--- config.mk ---
export PLATFORM = sky130hd
export DESIGN_NAME = pyramid_level_scheduler
export DESIGN_NICKNAME = d
export VERILOG_FILES = /design/src/rtl/pyramid_level_scheduler.sv
export SDC_FILE = /design/constraint.sdc
export NUM_CORES = 1
export LEC_CHECK = 0
export ABC_CLOCK_PERIOD_IN_PS = 2870
export CAP_MARGIN = 20
export CORE_MARGIN = 2
export CORE_UTILIZATION = 30
export CTS_BUF_LIST = sky130_fd_sc_hd__clkbuf_16
export CTS_CLUSTER_DIAMETER = 100
export CTS_CLUSTER_SIZE = 24
export DETAILED_ROUTE_END_ITERATION = 8
export MAX_ROUTING_LAYER = met4
export SYNTH_ARGS = -nofsm -noshare
export SYNTH_HDL_FRONTEND = slang
export SYNTH_SLANG_ARGS = --single-unit
--- constraint.sdc ---
create_clock -name clk -period 2.87 [get_ports clk]
set_input_delay 0.861 -clock clk [delete_from_list [all_inputs] [get_ports clk]]
set_output_delay 0.861 -clock clk [all_outputs]
set_load 0.02 [all_outputs]
--- src/rtl/pyramid_level_scheduler.sv ---
// Frame sequencer for the pyramidal LK flow: builds the pyramid, then runs the
// LK core once per level from coarse to fine, guarded by a per-phase watchdog.
module pyramid_level_scheduler #(
    parameter int IMAGE_WIDTH    = 320,
    parameter int IMAGE_HEIGHT   = 240,
    parameter int NUM_LEVELS     = 3,
    parameter int TIMEOUT_CYCLES = 2000000
) (
    input  logic                            clk,
    input  logic                            rst_n,
    input  logic                            start,
    input  logic                            abort,
    output logic                            busy,
    output logic                            done,
    output logic                            error,
    output logic                            build_start,
    input  logic                            build_done,
    output logic                            lk_start,
    input  logic                            lk_done,
    output logic [$clog2(NUM_LEVELS):0]     lk_level,
    output logic [$clog2(IMAGE_WIDTH):0]    lk_width,
    output logic [$clog2(IMAGE_HEIGHT):0]   lk_height,
    output logic                            lk_seed_zero
);

    localparam int LW = $clog2(NUM_LEVELS) + 1;
    localparam int WW = $clog2(IMAGE_WIDTH) + 1;
    localparam int HW = $clog2(IMAGE_HEIGHT) + 1;
    localparam int CW = $clog2(TIMEOUT_CYCLES + 1);

    localparam logic [LW-1:0] TOP_LEVEL = LW'(NUM_LEVELS - 1);
    localparam logic [LW-1:0] LEVEL_ONE = LW'(1);
    localparam logic [LW-1:0] LEVEL_ZERO = LW'(0);
    localparam logic [CW-1:0] WD_LAST = CW'(TIMEOUT_CYCLES - 1);
    localparam logic [CW-1:0] WD_ONE = CW'(1);
    localparam logic [CW-1:0] WD_ZERO = CW'(0);

    typedef enum logic [2:0] {
        ST_IDLE       = 3'd0,
        ST_BUILD      = 3'd1,
        ST_BUILD_WAIT = 3'd2,
        ST_LK_ISSUE   = 3'd3,
        ST_LK_WAIT    = 3'd4,
        ST_NEXT_LVL   = 3'd5,
        ST_DONE       = 3'd6,
        ST_ERR        = 3'd7
    } state_t;

    function automatic logic [WW-1:0] level_width(input logic [LW-1:0] lvl);
        return WW'(IMAGE_WIDTH) >> lvl;
    endfunction

    function automatic logic [HW-1:0] level_height(input logic [LW-1:0] lvl);
        return HW'(IMAGE_HEIGHT) >> lvl;
    endfunction

    function automatic logic in_run(input state_t s);
        logic r;
        case (s)
            ST_BUILD, ST_BUILD_WAIT, ST_LK_ISSUE, ST_LK_WAIT, ST_NEXT_LVL: r = 1'b1;
            default: r = 1'b0;
        endcase
        return r;
    endfunction

    state_t          state_r, next_state_s;
    logic [CW-1:0]   wd_r, wd_s;
    logic [LW-1:0]   level_r, level_s;
    logic [WW-1:0]   width_r;
    logic [HW-1:0]   height_r;
    logic            seed_r, seed_s;
    logic            busy_r, busy_s;
    logic            done_r, done_s;
    logic            error_r, error_s;
    logic            build_start_r, build_start_s;
    logic            lk_start_r, lk_start_s;
    logic            wd_expired_s;
    logic            load_s;
    logic            step_s;

    assign wd_expired_s = (wd_r >= WD_LAST);

    // State register plus registered copies of every output and the level datapath
    always_ff @(posedge clk or negedge rst_n) begin
        if (!rst_n) begin
            state_r       <= ST_IDLE;
            wd_r          <= WD_ZERO;
            level_r       <= TOP_LEVEL;
            width_r       <= level_width(TOP_LEVEL);
            height_r      <= level_height(TOP_LEVEL);
            seed_r        <= 1'b1;
            busy_r        <= 1'b0;
            done_r        <= 1'b0;
            error_r       <= 1'b0;
            build_start_r <= 1'b0;
            lk_start_r    <= 1'b0;
        end else begin
            state_r       <= next_state_s;
            wd_r          <= wd_s;
            level_r       <= level_s;
            width_r       <= level_width(level_s);
            height_r      <= level_height(level_s);
            seed_r        <= seed_s;
            busy_r        <= busy_s;
            done_r        <= done_s;
            error_r       <= error_s;
            build_start_r <= build_start_s;
            lk_start_r    <= lk_start_s;
        end
    end

    // Next-state decode; abort overrides every transition, a done pulse beats watchdog expiry
    always_comb begin
        next_state_s = state_r;
        if (abort) begin
            if (in_run(state_r)) begin
                next_state_s = ST_IDLE;
            end else begin
                next_state_s = state_r;
            end
        end else begin
            case (state_r)
                ST_IDLE, ST_DONE, ST_ERR: begin
                    if (start) begin
                        next_state_s = ST_BUILD;
                    end else begin
                        next_state_s = state_r;
                    end
                end
                ST_BUILD: next_state_s = ST_BUILD_WAIT;
                ST_BUILD_WAIT: begin
                    if (build_done) begin
                        next_state_s = ST_LK_ISSUE;
                    end else if (wd_expired_s) begin
                        next_state_s = ST_ERR;
                    end else begin
                        next_state_s = ST_BUILD_WAIT;
                    end
                end
                ST_LK_ISSUE: next_state_s = ST_LK_WAIT;
                ST_LK_WAIT: begin
                    if (lk_done) begin
                        next_state_s = ST_NEXT_LVL;
                    end else if (wd_expired_s) begin
                        next_state_s = ST_ERR;
                    end else begin
                        next_state_s = ST_LK_WAIT;
                    end
                end
                ST_NEXT_LVL: begin
                    if (level_r == LEVEL_ZERO) begin
                        next_state_s = ST_DONE;
                    end else begin
                        next_state_s = ST_LK_ISSUE;
                    end
                end
                default: next_state_s = ST_IDLE;
            endcase
        end
    end

    // Output decode: values computed from the upcoming state so that outputs leave a flop
    always_comb begin
        load_s        = (next_state_s == ST_BUILD);
        step_s        = (state_r == ST_NEXT_LVL) && (next_state_s == ST_LK_ISSUE);
        busy_s        = in_run(next_state_s);
        done_s        = (state_r == ST_NEXT_LVL) && (next_state_s == ST_DONE);
        build_start_s = (next_state_s == ST_BUILD);
        lk_start_s    = (next_state_s == ST_LK_ISSUE);
        error_s       = error_r;
        level_s       = level_r;
        seed_s        = seed_r;
        wd_s          = WD_ZERO;

        if (load_s) begin
            error_s = 1'b0;
        end else if (next_state_s == ST_ERR) begin
            error_s = 1'b1;
        end else begin
            error_s = error_r;
        end

        if (load_s) begin
            level_s = TOP_LEVEL;
            seed_s  = 1'b1;
        end else if (step_s) begin
            level_s = level_r - LEVEL_ONE;
            seed_s  = 1'b0;
        end else begin
            level_s = level_r;
            seed_s  = seed_r;
        end

        // The counter only runs while a wait phase continues; it holds at its last value
        if (((state_r == ST_BUILD_WAIT) || (state_r == ST_LK_WAIT)) && (next_state_s == state_r)) begin
            if (wd_r == WD_LAST) begin
                wd_s = wd_r;
            end else begin
                wd_s = wd_r + WD_ONE;
            end
        end else begin
            wd_s = WD_ZERO;
        end
    end

    assign busy         = busy_r;
    assign done         = done_r;
    assign error        = error_r;
    assign build_start  = build_start_r;
    assign lk_start     = lk_start_r;
    assign lk_level     = level_r;
    assign lk_width     = width_r;
    assign lk_height    = height_r;
    assign lk_seed_zero = seed_r;

endmodule

==> impl_metrics.json, run 1 <==
{
  "outcome": "finished, final reports clean",
  "layout.cell_area.non_filler_mm2": 0.00329,
  "cts.repair_timing.setup_buffer_count": 0,
  "first_iter_violations": 118,
  "dp_hpwl_mm": 4.32,
  "wire_length_after_detailed_routing_mm": 5.98,
  "total_power_mw": 1.59,
  "routed-via-count": 2126,
  "final_worst_path_period_share_pct": 93.2,
  "clock_latency_on_the_worst_skew_pair_ps": 280,
  "gr-total-overflow": 0,
  "ys_seq_elements": 48,
  "worst_clock_skew_ps": 8.31,
  "post_route_cells_drive_above_1_share_pct": 16.6,
  "placeableCoreArea_mm2": 0.00859,
  "worst_ir_drop_vdd_mv": 0.276,
  "maximum_number_of_pins_on_one_net_before_global_route_repair": 49,
  "first_global_vias": 2224,
  "cell_area_synth_mm2": 0.00262,
  "postCtsResizedCells": 0,
  "clock_tree_from_tritoncts": "done",
  "worst_slew_pin_slew_ps": 611,
  "number_of_antenna_violations_at_the_first_check_in_global_routing": 0,
  "fillerInstances": 874,
  "min_path_type": "flip-flop to flip-flop",
  "globalRouteTotalUtil_pct": 13.6,
  "cts_buffers": 5,
  "routed_wire_length_per_instance_um": 13.8,
  "setup.worst_path.class": "primary input to flip-flop",
  "initial_utilization_pct": 30.5,
  "synth-main-ff-cell": "sky130_fd_sc_hd__dfrtp_1",
  "grt_pass1_wl_mm": 10.5,
  "proportion_of_netlist_area_held_by_the_largest_area_contributor_pct": 38.2,
  "synth_area_leaders": "sky130_fd_sc_hd__dfrtp_1, sky130_fd_sc_hd__dfstp_2, sky130_fd_sc_hd__nor2_1",
  "fp.dieArea_mm2": 0.00949,
  "htreeDepth": 2,
  "synth.most_common_cell": "sky130_fd_sc_hd__nor2_1",
  "timing.critical_path.required_ps": 3070,
  "timing.final.setup_violations": 0,
  "worst_path_largest_cell_delay_ps": 530,
  "post_route_utilization_pct": 38.2,
  "clkTransAtPathRegs_ps": 60,
  "ios": 34,
  "synth-seq-area-share_pct": 46.2,
  "row_count": 34,
  "timing.max_slew.rel_slack_pct": 59.3,
  "rsz0062_at_grt": "no",
  "clock-root-buffer": "sky130_fd_sc_hd__clkbuf_16",
  "die-width_um": 97.4,
  "synth_top_area_cell": "sky130_fd_sc_hd__dfrtp_1",
  "synthesis.yosys.warnings": 0,
  "num-nets-final": 336,
  "cts_num_sinks": 48,
  "timing.final.max_slew_violations": 0,
  "cellLeakagePower_nw": 1.35,
  "worstSetupEndpointType": "flip-flop",
  "gpl_congestion": 0.804,
  "cp_cell_sequence": "clkdlybuf4s50_1 > nor2_1 > o21ba_1 > nor4_1 > a221oi_4 > inv_4 > nand2_4 > inv_2 > nor2_1 > ha_1",
  "total_of_hold_buffers_inserted_after_clock_tree_synthesis": 0,
  "netlist_instances": 276,
  "detail_route.vias_per_cell": 4.90,
  "finalSetupTns_ps": 0,
  "drv_cap": 0,
  "layout_min_cycle_time_ps": 2670,
  "powerDensity_mw_per_mm2": 483,
  "antenna_cells": 0,
  "drt_pass1_iterations": 4,
  "cp_slowest_cell": "sky130_fd_sc_hd__clkdlybuf4s50_1",
  "area_growth_syn_to_layout_pct": 25.5,
  "yosysUniqueCellTypes": 65,
  "placement.cell_area_mm2": 0.00315,
  "timing.critical_path.arrival_ps": 2870,
  "cp_common_cell": "sky130_fd_sc_hd__nor2_1",
  "number_of_flops_mapped_to_enable_cells_by_yosys": 0,
  "timing.final.hold_violations": 0,
  "detail_route.drc_violations": 0,
  "ys_top_cells_by_count": "sky130_fd_sc_hd__nor2_1, sky130_fd_sc_hd__dfrtp_1, sky130_fd_sc_hd__nand3_1, sky130_fd_sc_hd__nand2_1, sky130_fd_sc_hd__xnor2_1",
  "antenna_left": 0,
  "avgSynthCellArea_um2": 9.49,
  "buffer_depth_of_the_longest_clock_path": 2,
  "asr_flop_ratio_synth_pct": 100,
  "die-height_um": 97.4,
  "achievable-frequency_mhz": 374,
  "port_buffers": 31,
  "critical_path_peak_fanout": 6,
  "setup.worst_path.start_class": "primary input"
}
## metal layers
metal,share of wire (%),vias to the layer above,track usage (%)
met5,0,-,-
met4,0.77,0,1.92
met3,2.8,4,2.88
met2,49,46,22.5
met1,47,1009,17.9
li1,-,1067,-
## layout by cell type (no fill, tap or decap), drive strengths merged, types with 2 or more instances in the layout
cell,count
dfrtp,40
nor2,52
or3,2
a21oi,7
a211oi,3
nor3,11
nor4,5
inv,15
clkdlybuf4s50,30
o211ai,2
o21ai,8
dfstp,8
a31oi,4
clkbuf,5
nand4,4
o221ai,2
conb,2
o21a,2
nor3b,3
nand2,15
nand3,15
xnor2,13
and3,6
xor2,7
buf,24
nor2b,3
ha,4
a31o,2
mux2i,3
and2,3
a221oi,2
or2,2
## logic make-up after synthesis
logic type / count (synthesis) / synth area share (%)
fa+ha+maj: 4 / 1.91
buf+inv: 25 / 5.11
simple gates: 127 / 24.0
xor+xnor: 20 / 6.69
flops: 48 / 46.2
mux: 4 / 1.58
compound gates: 47 / 14.3
other cells: 1 / 0.143
## power by group
part	leakage (nW)	switching (mW)	total [mW]	internal, mW
combinational	0.643	0.170	0.305	0.136
sequential	0.639	0.0353	0.745	0.709
clock	0.0723	0.225	0.537	0.312
## final timing paths
check                                          from                  endpoint  slack, ps  cells after the start
min                        lk_seed_zero$_DFFE_PN1P_  lk_seed_zero$_DFFE_PN1P_        470                      2
min reg2reg                lk_seed_zero$_DFFE_PN1P_  lk_seed_zero$_DFFE_PN1P_        470                      2
min in group asynchronous                     rst_n       wd_r[5]$_DFFE_PN0P_        660                      2
max reg2reg                   lk_level[0]$_DFF_PN0_    lk_height[2]$_DFF_PN1_        410                      9
max                                           start    lk_height[2]$_DFF_PN1_        200                     10
max in group asynchronous                     rst_n     lk_width[0]$_DFF_PN0_       1780                      2
## area by class of cell
type | count | area [µm²] | area share [%]
flip-flops and latches | 48 | 1210 | 36.9
multi-input cells | 204 | 1280 | 38.9
clock inverters | 2 | 7.51 | 0.228
inverters | 13 | 51.3 | 1.56
clock buffers | 5 | 125 | 3.81
well taps | 108 | 135 | 4.11
repair buffers | 54 | 478 | 14.5
## critical path: cells and delay by family
kind | cells | cell delay [ps]
AO/OA/AOI/OAI | 2 | 360
AND/OR/NAND/NOR | 4 | 620
buffers and inverters | 3 | 730
adder cells (fa/ha/maj) | 1 | 300
## stage by stage
step	hold slack, ps	std cells	worst slack, ps
global route	503	434	31.8
detailed placement	463	427	-114
finish	468	434	196
global placement	468	427	-74.0
CTS	475	434	184
floorplan	492	277	491
## flip-flops by register name (all words and copies together) (netlist names), 2 cells and up
register / cells
lk_width: 8
lk_level: 2
state_r: 3
lk_height: 8
wd_r: 21
Note: power is estimated with default switching activity, not from simulation.
==> run 2, diff against run 1 <==
--- a/config.mk
+++ b/config.mk
@@ -6,7 +6,6 @@
 export NUM_CORES = 1
 export LEC_CHECK = 0
 export ABC_CLOCK_PERIOD_IN_PS = 2870
-export CAP_MARGIN = 20
 export CORE_MARGIN = 2
 export CORE_UTILIZATION = 30
 export CTS_BUF_LIST = sky130_fd_sc_hd__clkbuf_16
==> results of run 2 <==
No change in the layout: final DEF, timing and power equal those of run 1.
==> edit 1: new RTL, config.mk and constraints of run 2 <==
Encoding of `state_t`: now one-hot (8 bits for 8 states).
--- a/src/rtl/pyramid_level_scheduler.sv
+++ b/src/rtl/pyramid_level_scheduler.sv
@@ -35,15 +35,15 @@
     localparam logic [CW-1:0] WD_ONE = CW'(1);
     localparam logic [CW-1:0] WD_ZERO = CW'(0);
 
-    typedef enum logic [2:0] {
-        ST_IDLE       = 3'd0,
-        ST_BUILD      = 3'd1,
-        ST_BUILD_WAIT = 3'd2,
-        ST_LK_ISSUE   = 3'd3,
-        ST_LK_WAIT    = 3'd4,
-        ST_NEXT_LVL   = 3'd5,
-        ST_DONE       = 3'd6,
-        ST_ERR        = 3'd7
+    typedef enum logic [7:0] {
+        ST_IDLE       = 8'b00000001,
+        ST_BUILD      = 8'b00000010,
+        ST_BUILD_WAIT = 8'b00000100,
+        ST_LK_ISSUE   = 8'b00001000,
+        ST_LK_WAIT    = 8'b00010000,
+        ST_NEXT_LVL   = 8'b00100000,
+        ST_DONE       = 8'b01000000,
+        ST_ERR        = 8'b10000000
     } state_t;
 
     function automatic logic [WW-1:0] level_width(input logic [LW-1:0] lvl);
Formal check against the unedited RTL: no difference found for any inputs over 10 cycles, from zero or initial values and one cycle with rst_n low; not proved beyond that.
==> edit 1 against run 2 <==
First-iteration DRC count fell by 9.3%. Worst setup slack improved by 120 ps. Global-route usage fell by 0.74 points. Total power rose by 25%. Routed wire length fell by 1.8%. Sequential cell count rose by 5. Combinational power rose by 63%. Area after synthesis rose by 7.3%. Critical path type is now register to register. Sequential power rose by 15%. Highest routed layer unchanged. Critical path depth fell by 2. Cell area rose by 4.2%. Register-to-register slack got worse by 97 ps.
==> edit 1: results (changes against run 2) <==
pre-CTS WS 21.5 ps (+136 ps); wire length on met2 2.80 mm (-4.5%); pin count of the biggest net entering global routing 24 (-51%); post-synthesis sequential area ratio 0.476 (+0.0135); count of cell types in the netlist 59 (-9.2%); Setup Skew 6.06 ps (-2.25 ps); post-synthesis mux area share 0.00712 (-0.00864); Synth Area in Compound Gates 0.109 (-0.0347); met2 Use GR 0.205 (-0.0203); Sw Pwr 0.626 mW (+45%); drt via density 4.90 (about the same); Fill cells 883 (+1.0%); slowest CP cell or4_4; final instance area 3420 sq um (+4.2%); post-DP HPWL 4.31 mm (-0.20%); Synth Area in XOR/XNOR 0.0779 (+0.0110); Non-Filler Instances 429 (-1.2%); crit path DAT 2750 ps (-120 ps); delay-heaviest family, CP simple AND/OR/NAND/NOR gates; peak supply drop 0.318 mV (+15%); global placement routability congestion 0.930 (+16%); adder-cell share of the synthesized area 0.0178 (-0.00130); met3 WL 205 microns (+21%); NonClk Buf Share 0.126 (-0.0197); Tot GR Track Use 0.129 (-0.00740); M1 wire length 2.82 mm (-0.67%); register area 1340 sq um (+10%); Rows 35 (+2.9%); ClkCell Share 0.0450 (+0.00459); CP max FO 21 (+15); placed inst area 3270 sq um (+3.7%); layout cell share with drive strength beyond 1 0.170 (+0.00417); Leak 1.44 nW (+6.2%); global-route wire length before repair 10.2 mm (-3.3%); port bufs 31 (unchanged); Top class by area sequential cells; Non-clk invs 10 (-3); r2r setup slk 310 ps (-100 ps); syn_area_per_cell 9.93 sq um (+4.7%); top cells by area, synth dfrtp_1 39%, dfstp_2 8.4%, nor2_1 5.7%, xor2_1 5.3%, nor3_1 2.5%; CP peak stage delay 630 ps (+100 ps); worst-margin pin slew 567 ps (-44.0 ps); DR iter-0 viols 107 (-9.3%); Gate power share 0.251 (+0.059); vias in the first global route 2102 (-5.5%); Final Hold Slack 517 ps (+49.0 ps); status finished, final reports clean; layout net count 327 (-2.7%); clock sink total 53 (+10%)
[edit 1: changes by cell type after synthesis, sizes merged, moves of 4 or more]
cell    delta
nor3       +5
dfrtp      +4
nand3      -5
nor2       -9
buf        +7
xnor2      -5
xor2      +10
a21boi     +4
or2        +4
nor4b      +5
[edit 1: logic make-up after synthesis]
family / count (synthesis)
buffers and inverters: 30
flip-flops: 53
XOR/XNOR: 25
other: 1
AO/OA/AOI/OAI: 39
multiplexers: 2
AND/OR/NAND/NOR: 129
adder cells (fa/ha/maj): 4
[edit 1: final timing paths]
| check | from | to | cells past startpoint |
|---|---|---|---|
| min in group asynchronous | rst_n | wd_r[17] | 1 |
| max in group asynchronous | rst_n | lk_height[4] | 2 |
| max reg2reg | state_r[7] | wd_r[2] | 8 |
| min reg2reg | lk_seed_zero | lk_seed_zero | 1 |
| max | state_r[7] | wd_r[2] | 8 |
| min | lk_seed_zero | lk_seed_zero | 1 |
==> edit 2: new RTL, flow settings as in run 2 <==
Without the edit above. Set the parameter `IMAGE_WIDTH` to 160 (it was 320).
--- a/src/rtl/pyramid_level_scheduler.sv
+++ b/src/rtl/pyramid_level_scheduler.sv
@@ -1,7 +1,7 @@
 // Frame sequencer for the pyramidal LK flow: builds the pyramid, then runs the
 // LK core once per level from coarse to fine, guarded by a per-phase watchdog.
 module pyramid_level_scheduler #(
-    parameter int IMAGE_WIDTH    = 320,
+    parameter int IMAGE_WIDTH    = 160,
     parameter int IMAGE_HEIGHT   = 240,
     parameter int NUM_LEVELS     = 3,
     parameter int TIMEOUT_CYCLES = 2000000
Ports: changed (resized lk_width); port bits go from 34 to 33. The function was not compared with the original's and may differ.
==> edit 2 against run 2 <==
Cell area down 4.5%. Core utilization up 1.9 points. Combinational power down 6.9%. Via count down 11%. Count of clock-buffer cells in the layout unchanged. Total power up 6.3%. Worst setup slack better by 44 ps. Routed wire length down 18%. Sequential power down 2%. Area after synthesis down 6.5%. Sequential cell count down 1. Clock power up 26%. Largest cell class is now sequential cells. Highest routed layer unchanged.
==> edit 2: results (changes against run 2) <==
status finished, final reports clean; top cells by area, synth dfrtp_1 40%, dfstp_2 8.6%, nor2_1 5.8%, xor2_1 5.7%, nand3_1 2.5%; Slew headroom 0.612 (+0.0188); post-synthesis sequential area ratio 0.484 (+0.0217); crit path DAT 2810 ps (-60 ps); Antenna diodes 0 (unchanged); Starting Density 0.314 (+0.00904); Bufs on Longest Clock Path 2 (unchanged); layout cell share with drive strength beyond 1 0.155 (-0.0102); Fill cells 769 (-12%); DR WL/cell 12.4 microns (-10%); global placement routability congestion 0.862 (+7.2%); DRT Wirelength 4.92 mm (-18%); syn_area_per_cell 9.76 sq um (+2.9%); delay-heaviest family, CP simple AND/OR/NAND/NOR gates; R2R depth 7 (-2); vias in the first global route 1835 (-17%); TritonRoute pass-1 iters 6 (+2); pin count of the biggest net entering global routing 48 (-2.0%); count of cell types in the netlist 52 (-20%); peak supply drop 0.221 mV (-20%); Post-synth top cells 39 x dfrtp_1, 38 x nor2_1, 16 x xor2_1; DR iter-0 viols 62 (-47%); layout net count 305 (-9.2%); post-DP HPWL 3.48 mm (-19%); global-route wire length before repair 8.42 mm (-20%); CP peak stage delay 580 ps (+50 ps)
edit 2: changes by cell type after synthesis, moves of 3 or more:
cell and change:
clkbuf_1 +4, nand2b_1 +5, nand3_1 -3, nor2_1 -14
nor4_1 -4, o21ai_0 +5, xnor2_1 -8, xor2_1 +9
edit 2: final timing paths:
| kind | start | slack (ps) | endpoint |
|---|---|---|---|
| worst max-delay path | start | 240 | lk_width[2] |
| worst min-delay path | lk_seed_zero | 490 | lk_seed_zero |
| worst max register to register | wd_r[7] | 300 | lk_width[2] |
| max in group asynchronous | rst_n | 1810 | wd_r[1] |
| min in group asynchronous | rst_n | 640 | lk_height[7] |
| worst min register to register | lk_seed_zero | 490 | lk_seed_zero |
edit 2: final cells by class:
class	instances	share of cell area
clock buffer	5	0.0399
clock inverter	3	0.0148
inverter	12	0.0144
multi-input combinational	178	0.364
sequential	47	0.378
tap	102	0.0407
timing repair buffer	51	0.148
edit 2: report_power, final:
group	internal, mW	switching [mW]
Combinational	0.135	0.149
Clock	0.414	0.261
Sequential	0.703	0.0245
Total	1.25	0.434
edit 2: logic make-up after synthesis:
logic type | Yosys count | synth area share
multiplexers | 6 | 0.0271
AND/OR/NAND/NOR | 105 | 0.226
buffers and inverters | 27 | 0.0516
AO/OA/AOI/OAI | 40 | 0.114
flip-flops | 47 | 0.484
adder cells (fa/ha/maj) | 4 | 0.0204
other | 1 | 0.00153
XOR/XNOR | 21 | 0.0751
edit 2: per-layer routing:
| metal | global-route usage | wire, microns | up-vias |
|---|---|---|---|
| li1 | - | - | 946 |
| met2 | 0.194 | 2330 | 43 |
| met3 | 0.0231 | 192 | 7 |
| met5 | - | 0 | - |
| met4 | 0.0471 | 96 | 0 |
| met1 | 0.154 | 2300 | 906 |
edit 2: per-stage QoR:
stage / setup TNS [ps] / utilization / area, sq um / setup slack (ps)
3_3_place_gp: -67.6 / 0.380 / 2970 / -61.7
5_1_grt: 0 / 0.402 / 3140 / 52.5
3_5_place_dp: -158 / 0.380 / 2970 / -67.8
4_1_cts: 0 / 0.402 / 3140 / 237
6_report: 0 / 0.402 / 3140 / 241
2_1_floorplan: 0 / - / 2450 / 271
edit 2: worst min-delay path, cell delays in order, from the launching register on:
cell      delay [ps]
dfstp_2          370
o21ai_0           70
nand2b_1          60
